<file path="config.mk">
export PLATFORM = sky130hd
export DESIGN_NAME = dac_multi_writer
export DESIGN_NICKNAME = d
export VERILOG_FILES = /design/src/rtl/dac_multi_writer.sv
export SDC_FILE = /design/constraint.sdc
export NUM_CORES = 1
export LEC_CHECK = 0
export CAP_MARGIN = 5
export CORE_MARGIN = 3
export CORE_UTILIZATION = 52
export CTS_CLUSTER_DIAMETER = 30
export DETAILED_ROUTE_END_ITERATION = 16
export GPL_TIMING_DRIVEN = 0
export PLACE_DENSITY = 0.79
export SLEW_MARGIN = 0
export SYNTH_ARGS = -nofsm -noshare
export SYNTH_HDL_FRONTEND = slang
export SYNTH_SLANG_ARGS = --single-unit
</file>
<file path="constraint.sdc">
create_clock -name clk -period 2.03 [get_ports clk]
set_input_delay 0.609 -clock clk [delete_from_list [all_inputs] [get_ports clk]]
set_output_delay 0.609 -clock clk [all_outputs]
set_load 0.02 [all_outputs]
</file>
<file path="src/rtl/dac_multi_writer.sv">
// dac_multi_writer: writes up to NUM_CH MCP47FEB DAC channel registers per
// update request, one I2C write transaction per selected channel, retrying a
// transaction after a missed ACK and flagging channels that never got through.
// Drives the command/data streams of an existing i2c_master instance.
module dac_multi_writer #(
  parameter int         NUM_CH    = 2,
  parameter int         DATA_W    = 12,
  parameter logic [6:0] DEV_ADDR  = 7'h60,
  parameter int         MAX_RETRY = 3
) (
  input  logic                       clk,
  input  logic                       rst,
  input  logic                       update,
  input  logic [NUM_CH*DATA_W-1:0]   ch_values,
  input  logic [NUM_CH-1:0]          ch_mask,
  output logic                       busy,
  output logic                       done,
  output logic [NUM_CH-1:0]          err_mask,
  output logic [6:0]                 cmd_address,
  output logic                       cmd_start,
  output logic                       cmd_write_multiple,
  output logic                       cmd_stop,
  output logic                       cmd_valid,
  input  logic                       cmd_ready,
  output logic [7:0]                 data_in,
  output logic                       data_in_valid,
  output logic                       data_in_last,
  input  logic                       data_in_ready,
  input  logic                       missed_ack,
  input  logic                       master_busy
);

  localparam int RW = (MAX_RETRY < 1) ? 1 : $clog2(MAX_RETRY + 1);

  typedef enum logic [2:0] {
    S_IDLE = 3'd0,
    S_SEL  = 3'd1,
    S_CMD  = 3'd2,
    S_REG  = 3'd3,
    S_HI   = 3'd4,
    S_LO   = 3'd5,
    S_WAIT = 3'd6,
    S_DONE = 3'd7
  } state_t;

  state_t                     state_q, state_d;
  logic [NUM_CH*DATA_W-1:0]   vals_q, vals_d;
  logic [NUM_CH-1:0]          rem_q, rem_d;
  logic [NUM_CH-1:0]          err_q, err_d;
  logic [4:0]                 ch_q, ch_d;
  logic [RW-1:0]              retry_q, retry_d;
  logic                       nack_q, nack_d;
  logic                       pend_q, pend_d;
  logic [NUM_CH*DATA_W-1:0]   pvals_q, pvals_d;
  logic [NUM_CH-1:0]          pmask_q, pmask_d;
  logic                       done_q, done_d;
  logic                       busy_q, busy_d;
  logic [6:0]                 cmd_address_q, cmd_address_d;
  logic                       cmd_op_q, cmd_op_d;
  logic                       cmd_valid_q, cmd_valid_d;
  logic [7:0]                 data_q, data_d;
  logic                       dvalid_q, dvalid_d;
  logic                       dlast_q, dlast_d;

  logic                       sel_found_s;
  logic [4:0]                 sel_idx_s;
  logic [NUM_CH-1:0]          ch_oh_s;
  logic [DATA_W-1:0]          cur_code_s;
  logic [15:0]                code16_s;
  logic                       nack_now_s;
  logic                       start_s;
  logic                       zero_done_s;
  logic [NUM_CH*DATA_W-1:0]   start_vals_s;
  logic [NUM_CH-1:0]          start_mask_s;

  // Lowest remaining channel, plus one-hot and zero-extended code of the active channel
  always_comb begin
    sel_found_s = 1'b0;
    sel_idx_s   = 5'd0;
    ch_oh_s     = {NUM_CH{1'b0}};
    cur_code_s  = {DATA_W{1'b0}};
    for (int i = NUM_CH - 1; i >= 0; i--) begin
      if (rem_q[i]) begin
        sel_found_s = 1'b1;
        sel_idx_s   = 5'(i);
      end else begin
        sel_found_s = sel_found_s;
      end
    end
    for (int i = 0; i < NUM_CH; i++) begin
      if (ch_q == 5'(i)) begin
        ch_oh_s[i] = 1'b1;
        cur_code_s = vals_q[i*DATA_W +: DATA_W];
      end else begin
        ch_oh_s[i] = 1'b0;
      end
    end
    code16_s = 16'(cur_code_s);
  end

  // Next-state, batch bookkeeping and registered-output values
  always_comb begin
    state_d      = state_q;
    vals_d       = vals_q;
    rem_d        = rem_q;
    err_d        = err_q;
    ch_d         = ch_q;
    retry_d      = retry_q;
    pend_d       = pend_q;
    pvals_d      = pvals_q;
    pmask_d      = pmask_q;
    start_s      = 1'b0;
    zero_done_s  = 1'b0;
    start_vals_s = ch_values;
    start_mask_s = ch_mask;
    nack_now_s   = nack_q | missed_ack;

    // A missed ACK anywhere inside a transaction marks it as failed.
    if (missed_ack && (state_q inside {S_CMD, S_REG, S_HI, S_LO, S_WAIT})) begin
      nack_d = 1'b1;
    end else begin
      nack_d = nack_q;
    end

    // Requests arriving mid-batch park in a one-deep buffer; the latest one wins.
    if (update && (state_q != S_IDLE)) begin
      pend_d  = 1'b1;
      pvals_d = ch_values;
      pmask_d = ch_mask;
    end else begin
      pend_d  = pend_q;
    end

    case (state_q)
      S_IDLE: begin
        if (update) begin
          start_s = 1'b1;
        end else begin
          state_d = S_IDLE;
        end
      end
      S_SEL: begin
        if (sel_found_s) begin
          ch_d    = sel_idx_s;
          retry_d = {RW{1'b0}};
          state_d = S_CMD;
        end else begin
          state_d = S_DONE;
        end
      end
      S_CMD: begin
        if (cmd_valid_q && cmd_ready) begin
          state_d = S_REG;
        end else begin
          state_d = S_CMD;
        end
      end
      S_REG: begin
        if (dvalid_q && data_in_ready) begin
          state_d = S_HI;
        end else begin
          state_d = S_REG;
        end
      end
      S_HI: begin
        if (dvalid_q && data_in_ready) begin
          state_d = S_LO;
        end else begin
          state_d = S_HI;
        end
      end
      S_LO: begin
        if (dvalid_q && data_in_ready) begin
          state_d = S_WAIT;
        end else begin
          state_d = S_LO;
        end
      end
      S_WAIT: begin
        // The master is idle and ready again once the transaction has fully finished.
        if (!master_busy && cmd_ready) begin
          if (!nack_now_s) begin
            rem_d   = rem_q & ~ch_oh_s;
            state_d = S_SEL;
          end else if (int'(retry_q) < MAX_RETRY) begin
            retry_d = retry_q + RW'(1);
            state_d = S_CMD;
          end else begin
            err_d   = err_q | ch_oh_s;
            rem_d   = rem_q & ~ch_oh_s;
            state_d = S_SEL;
          end
        end else begin
          state_d = S_WAIT;
        end
      end
      S_DONE: begin
        // A request landing in this very cycle is newer than anything pending.
        if (update) begin
          start_s = 1'b1;
          pend_d  = 1'b0;
        end else if (pend_q) begin
          start_s      = 1'b1;
          start_vals_s = pvals_q;
          start_mask_s = pmask_q;
          pend_d       = 1'b0;
        end else begin
          state_d = S_IDLE;
        end
      end
      default: begin
        state_d = S_IDLE;
      end
    endcase

    if (start_s) begin
      vals_d = start_vals_s;
      rem_d  = start_mask_s;
      if (start_mask_s == {NUM_CH{1'b0}}) begin
        zero_done_s = 1'b1;
        state_d     = S_IDLE;
      end else begin
        err_d   = {NUM_CH{1'b0}};
        state_d = S_SEL;
      end
    end else begin
      vals_d = vals_d;
    end

    // Every (re)entry into CMD starts a fresh attempt with a clean NACK flag.
    if ((state_d == S_CMD) && (state_q != S_CMD)) begin
      nack_d = 1'b0;
    end else begin
      nack_d = nack_d;
    end

    // Outputs follow the state being entered so they are valid from its first cycle.
    busy_d        = (state_d != S_IDLE);
    done_d        = (state_d == S_DONE) || zero_done_s;
    cmd_valid_d   = (state_d == S_CMD);
    cmd_op_d      = (state_d == S_CMD);
    cmd_address_d = (state_d == S_CMD) ? DEV_ADDR : 7'd0;
    dvalid_d      = (state_d inside {S_REG, S_HI, S_LO});
    dlast_d       = (state_d == S_LO);
    case (state_d)
      S_REG:   data_d = {ch_q, 3'b000};
      S_HI:    data_d = code16_s[15:8];
      S_LO:    data_d = code16_s[7:0];
      default: data_d = 8'h00;
    endcase
  end

  // State and output registers with synchronous reset
  always_ff @(posedge clk) begin
    if (rst) begin
      state_q       <= S_IDLE;
      vals_q        <= {(NUM_CH*DATA_W){1'b0}};
      rem_q         <= {NUM_CH{1'b0}};
      err_q         <= {NUM_CH{1'b0}};
      ch_q          <= 5'd0;
      retry_q       <= {RW{1'b0}};
      nack_q        <= 1'b0;
      pend_q        <= 1'b0;
      pvals_q       <= {(NUM_CH*DATA_W){1'b0}};
      pmask_q       <= {NUM_CH{1'b0}};
      done_q        <= 1'b0;
      busy_q        <= 1'b0;
      cmd_address_q <= 7'd0;
      cmd_op_q      <= 1'b0;
      cmd_valid_q   <= 1'b0;
      data_q        <= 8'h00;
      dvalid_q      <= 1'b0;
      dlast_q       <= 1'b0;
    end else begin
      state_q       <= state_d;
      vals_q        <= vals_d;
      rem_q         <= rem_d;
      err_q         <= err_d;
      ch_q          <= ch_d;
      retry_q       <= retry_d;
      nack_q        <= nack_d;
      pend_q        <= pend_d;
      pvals_q       <= pvals_d;
      pmask_q       <= pmask_d;
      done_q        <= done_d;
      busy_q        <= busy_d;
      cmd_address_q <= cmd_address_d;
      cmd_op_q      <= cmd_op_d;
      cmd_valid_q   <= cmd_valid_d;
      data_q        <= data_d;
      dvalid_q      <= dvalid_d;
      dlast_q       <= dlast_d;
    end
  end

  assign busy               = busy_q;
  assign done               = done_q;
  assign err_mask           = err_q;
  assign cmd_address        = cmd_address_q;
  assign cmd_start          = cmd_op_q;
  assign cmd_write_multiple = cmd_op_q;
  assign cmd_stop           = cmd_op_q;
  assign cmd_valid          = cmd_valid_q;
  assign data_in            = data_q;
  assign data_in_valid      = dvalid_q;
  assign data_in_last       = dlast_q;

endmodule

</file>
After elaboration in Yosys (flattened, before gate mapping). Cells that the tools add are included.

Logic and storage cells: 120. Output and inout bits: 25. Flip-flop bits (word level): 86. Input port bits: 33.

$add $sub $neg: 1. Equal/unequal tests: 19. Order comparisons: 1. Reductions and logical operators: 22. Multiplexer cells: 56. Bitwise operators: 4.

Operators by type and width (count): $mux W24 (3); $mux W2 (21); $mux W12 (2); $pmux W3 S8 (1); $pmux W8 S3 (1); $eq A3 B3 Y1 const B (7); $mux W3 (7); $mux W1 (17); $eq A3 B2 Y1 const B (4); $reduce_bool A3 Y1 (3); $mux W7 (1); $logic_and A1 B1 Y1 (6); $reduce_bool A2 Y1 (3); $eq A5 B1 Y1 const B (1); $logic_not A5 Y1 (1); $mux W5 (1); $reduce_and A5 Y1 (1); $reduce_bool A5 Y1 (1); $ne A2 B1 Y1 const B (2); $ne A2 B2 Y1 const B (2); $pmux W2 S2 (1); $eq A3 B1 Y1 const B (1); $logic_not A3 Y1 (1); $ne A3 B2 Y1 const B (1); 14 further kinds (14).

Logic depth before layout (Yosys ltp).
Depth after elaboration: 9. Mapped depth: 6. Mapped depth without buffers: 6.

Worst setup path before layout. OpenSTA, ideal clock, no wires.

Path type: input port to flip-flop. Start point: input update. End point: register data_q[0], in the netlist data_in[0]. Slack: 0.217 ns. Stages on the path: 6. Library setup time: 0.131 ns. Buffers on the path: 1. Data arrival time: 1.682 ns. Path through: inv_1 and3_1 buf_4 o311a_4 o211ai_4 o32ai_1.

Longest elaborated chain between the ends: 7.

RTL lines: start: declaration (RTL line 13) `input logic update,`; $mux W2 (RTL line 199) `if (update) begin`; $mux W2 (RTL line 134) `case (state_q)`; $logic_not A2 Y1 (RTL line 219) `if (start_mask_s == {NUM_CH{1'b0}}) begin`; $mux W1 (RTL line 219); $mux W3 * (RTL line 216) `if (start_s) begin`; $eq A3 B3 Y1 / $eq A3 B2 Y1 (equally long branches) (RTL line 245) `case (state_d)`; $pmux W8 S3 * (RTL line 245); end signal: assignment (RTL line 290) `data_q <= data_d;`; end: declaration (RTL line 61) `logic [7:0] data_q, data_d;`.

Every way passes the cells marked *; elsewhere a longest branch is shown, timed or not. A chain may end at the register's enable or synchronous reset.

Worst setup path in the final report.
Start point: input data_in_ready. End point: register data_q[0], in the netlist data_in[0].

Longest elaborated chain between the ends: 6.

RTL lines: start: declaration (RTL line 28) `input logic data_in_ready,`; $logic_and A1 B1 Y1 * (RTL line 159, 166, 173); $mux W2, or another cell as far along (RTL line 173) `if (dvalid_q && data_in_ready) begin`; $pmux W3 S8 * (RTL line 134); $mux W3 * (RTL line 216); $eq A3 B3 Y1 / $eq A3 B2 Y1 (equally long branches) (RTL line 245); $pmux W8 S3 * (RTL line 245).

Marked as above.

==> results_dict.tcl <==
set metrics [dict create \
    overflow 0 \
    synth_compound_area_share_pct 18.2 \
    wl_per_cell_um 15.5 \
    syn_to_final_growth_pct 26.1 \
    drt_first_iter_violations 153 \
    cap_viol_max_count 0 \
    cp-end-kind "register" \
    holdBufCountCts 0 \
    fin_util_pct 69.6 \
    synth_area_um2 3350 \
    synth_cells 374 \
    final-setup-viol-count 0 \
    async_flop_share_pct 0 \
    fin_cells 522 \
    finalNetCount 477 \
    clock_sinks 75 \
    path_class "primary input to register" \
    antenna_found_initial 0 \
    die_h_um 86.2 \
    synth_xor_area_share_pct 0 \
    routed_wirelength_um 8070 \
    tightest_slew_ns 0.647 \
    ant_nets 0 \
    hold_violations 0 \
    layout_commonest_cell "dfxtp_1" \
    startpoint_type "primary input" \
    p_leak_nw 1.52 \
    yosysWarnings 0 \
    fin_crit_ns 1.99 \
    antenna_cells 0 \
    synth_cell_types 47 \
    portBuffers 52 \
    cts_tree "done" \
    post-route-period-util_pct 97.9 \
    synthSimpleGateAreaFrac_pct 18.2 \
    ys_seq_area_share_pct 44.9 \
    slowest_delay_ns 0.52 \
    synth_flop_cell "dfxtp_1" \
    cp_cell_sequence "clkdlybuf4s50_1 -> and4_4 -> o22ai_2 -> a211oi_4 -> nand2_2 -> o32ai_2" \
    htreeDepth 3 \
    io-pin-count 58 \
    muxShareOfSynthArea_pct 11.7 \
    synth_adder_area_share_pct 0.374 \
    drc 0 \
    path_buf_inv 1 \
    cts-root-buf "clkbuf_8" \
    max_freq_ghz 0.503 \
    drive_gt1_share_pct 13.4 \
    fillCellCount 498 \
    netlist.area_leader.share_pct 44.9 \
    crit_fanout 3 \
    grt_usage_pct 22.3 \
    path_delay_family "compound AO/OA/AOI/OAI gates" \
    initial_core_util_pct 55.2 \
    vdd_drop_max_v 0.000502 \
    power.density_nw_per_um2 860 \
    grt_pass1_wl_um 12800 \
    synth_area_per_cell_um2 8.95 \
    drv_slew 0 \
    drtPass1Iterations 5 \
    avgViaCountPerCell 5.60 \
    status "complete, no violations" \
    slew_headroom_pct 56.8 \
    cts_buffer_depth 2 \
    cts_buffers 9 \
    clock_skew_ns 0.0101 \
    synth_top_family_by_area "compound AO/OA/AOI/OAI gates" \
    yosys.area.top_type "dfxtp_1" \
    place_congestion 0.881 \
    vias 2922 \
    core_um2 6060 \
    grt_start_max_net_pins 14 \
    dpl.hpwl_um 5850 \
    ys_ff_latch 75 \
    placed_cells 505 \
    layout_common_cells "dfxtp_1, nand2_1, clkdlybuf4s50_1" \
    clock_latency_ns 0.36 \
    die_area_um2 7430 \
    rows 28 \
    cp.arrival_ns 2.26 \
    synthTopCellsByArea "dfxtp_1, mux2i_1, nand2_1" \
    die_x_um 86.2 \
    crit_slowest_cell "clkdlybuf4s50_1" \
    grt_pass1_vias 2676 \
    clkTransAtPathRegs_ns 0.08 \
    synth_edf_count 0 \
    crit_required_ns 2.30 \
    hold_class "register to register" \
]
[flip-flops by register name, indices dropped and copies added, names as in the netlist]
name / flops
pvals_q: 24
ch_q: 1
data_in_valid: 1
retry_q: 2
vals_q: 24
data_in_last: 1
data_in: 8
cmd_address: 1
nack_q: 1
busy: 1
pmask_q: 2
err_mask: 2
done: 1
pend_q: 1
state_q: 3
rem_q: 2
[layout make-up]
type / count / area [µm²] / share of cell area [%]
clock inverters: 6 / 65.1 / 1.54
inverters: 5 / 18.8 / 0.445
multi-input cells: 263 / 1690 / 40.0
flip-flops and latches: 75 / 1500 / 35.6
clock buffers: 9 / 124 / 2.94
well taps: 75 / 93.8 / 2.22
repair buffers: 54 / 524 / 12.4
plain buffers: 35 / 204 / 4.83
[cell families after synthesis]
| group | count (synthesis) |
|---|---|
| flip-flops | 75 |
| AND/OR/NAND/NOR | 133 |
| adder cells (fa/ha/maj) | 1 |
| buffers and inverters | 40 |
| multiplexers | 39 |
| other | 1 |
| AO/OA/AOI/OAI | 85 |
[through the flow]
step | setup WS (ns) | TNS, ns | power (mW) | hold WS (ns) | instance area, µm²
6_report | 0.0424 | 0 | 3.63 | 0.456 | 4220
3_5_place_dp | -0.543 | -22.04 | 2.50 | 0.447 | 3980
2_1_floorplan | 0.217 | 0 | 2.23 | 0.436 | 3360
5_1_grt | -0.0331 | -0.104 | 3.81 | 0.473 | 4220
4_1_cts | 0.00261 | 0 | 3.60 | 0.458 | 4170
3_3_place_gp | -0.530 | -21.05 | 2.48 | 0.441 | 3980
[timing repair]
action / 4_1_cts / 5_1_grt
cloned: 0 / 0
pin swaps: 3 / 5
buffers inserted: 1 / 1
endpoints found under the setup margin: 22 / 19
resized for setup: 7 / 18
[cell usage after synthesis, types with 2 or more instances]
cell type	instances
and3_1	4
o32ai_1	3
nand4_1	4
nor2b_1	3
buf_2	4
nand3_1	4
and2_1	2
dfxtp_1	75
nand2b_1	2
nand2_1	57
o21ai_1	2
a21oi_1	34
nor2_1	42
nor3_1	5
o21a_1	2
buf_6	2
buf_4	13
mux2i_1	38
inv_1	5
o21ai_0	4
a211oi_1	27
clkbuf_1	16
and3b_1	2
[worst min-delay path, stage by stage (launching register included)]
cell	delay, ns
dfxtp_1	0.31
nand2_1	0.05
a21oi_1	0.05
[where the power goes]
group | internal [mW] | switching, mW | leakage (nW) | total, mW
registers | 1.61 | 0.0904 | 0.614 | 1.70
clock network | 0.562 | 0.573 | 0.0955 | 1.14
logic | 0.331 | 0.457 | 0.810 | 0.788
total | 2.51 | 1.12 | 1.52 | 3.63
[worst paths after layout]
| kind | start | endpoint | slack, ns | cells past startpoint |
|---|---|---|---|---|
| hold reg to reg | pvals_q[0]$_SDFFE_PP0P_ | pvals_q[0]$_SDFFE_PP0P_ | 0.46 | 2 |
| setup reg to reg | state_q[2]$_SDFF_PP0_ | data_in[1]$_SDFF_PP0_ | 0.12 | 6 |
| setup / recovery | data_in_ready | data_in[0]$_SDFF_PP0_ | 0.04 | 6 |
| hold / removal | pvals_q[0]$_SDFFE_PP0P_ | pvals_q[0]$_SDFFE_PP0P_ | 0.46 | 2 |
[per-layer routing]
layer | track usage [%] | wire length [µm] | vias to the layer above
li1 | - | - | 1431
met1 | 28.3 | 3540 | 1362
met2 | 36.5 | 3820 | 111
met3 | 4.94 | 530 | 18
met4 | 9.49 | 183 | 0
met5 | 0 | 0 | -
No activity file was read; power rests on OpenSTA's default activity.
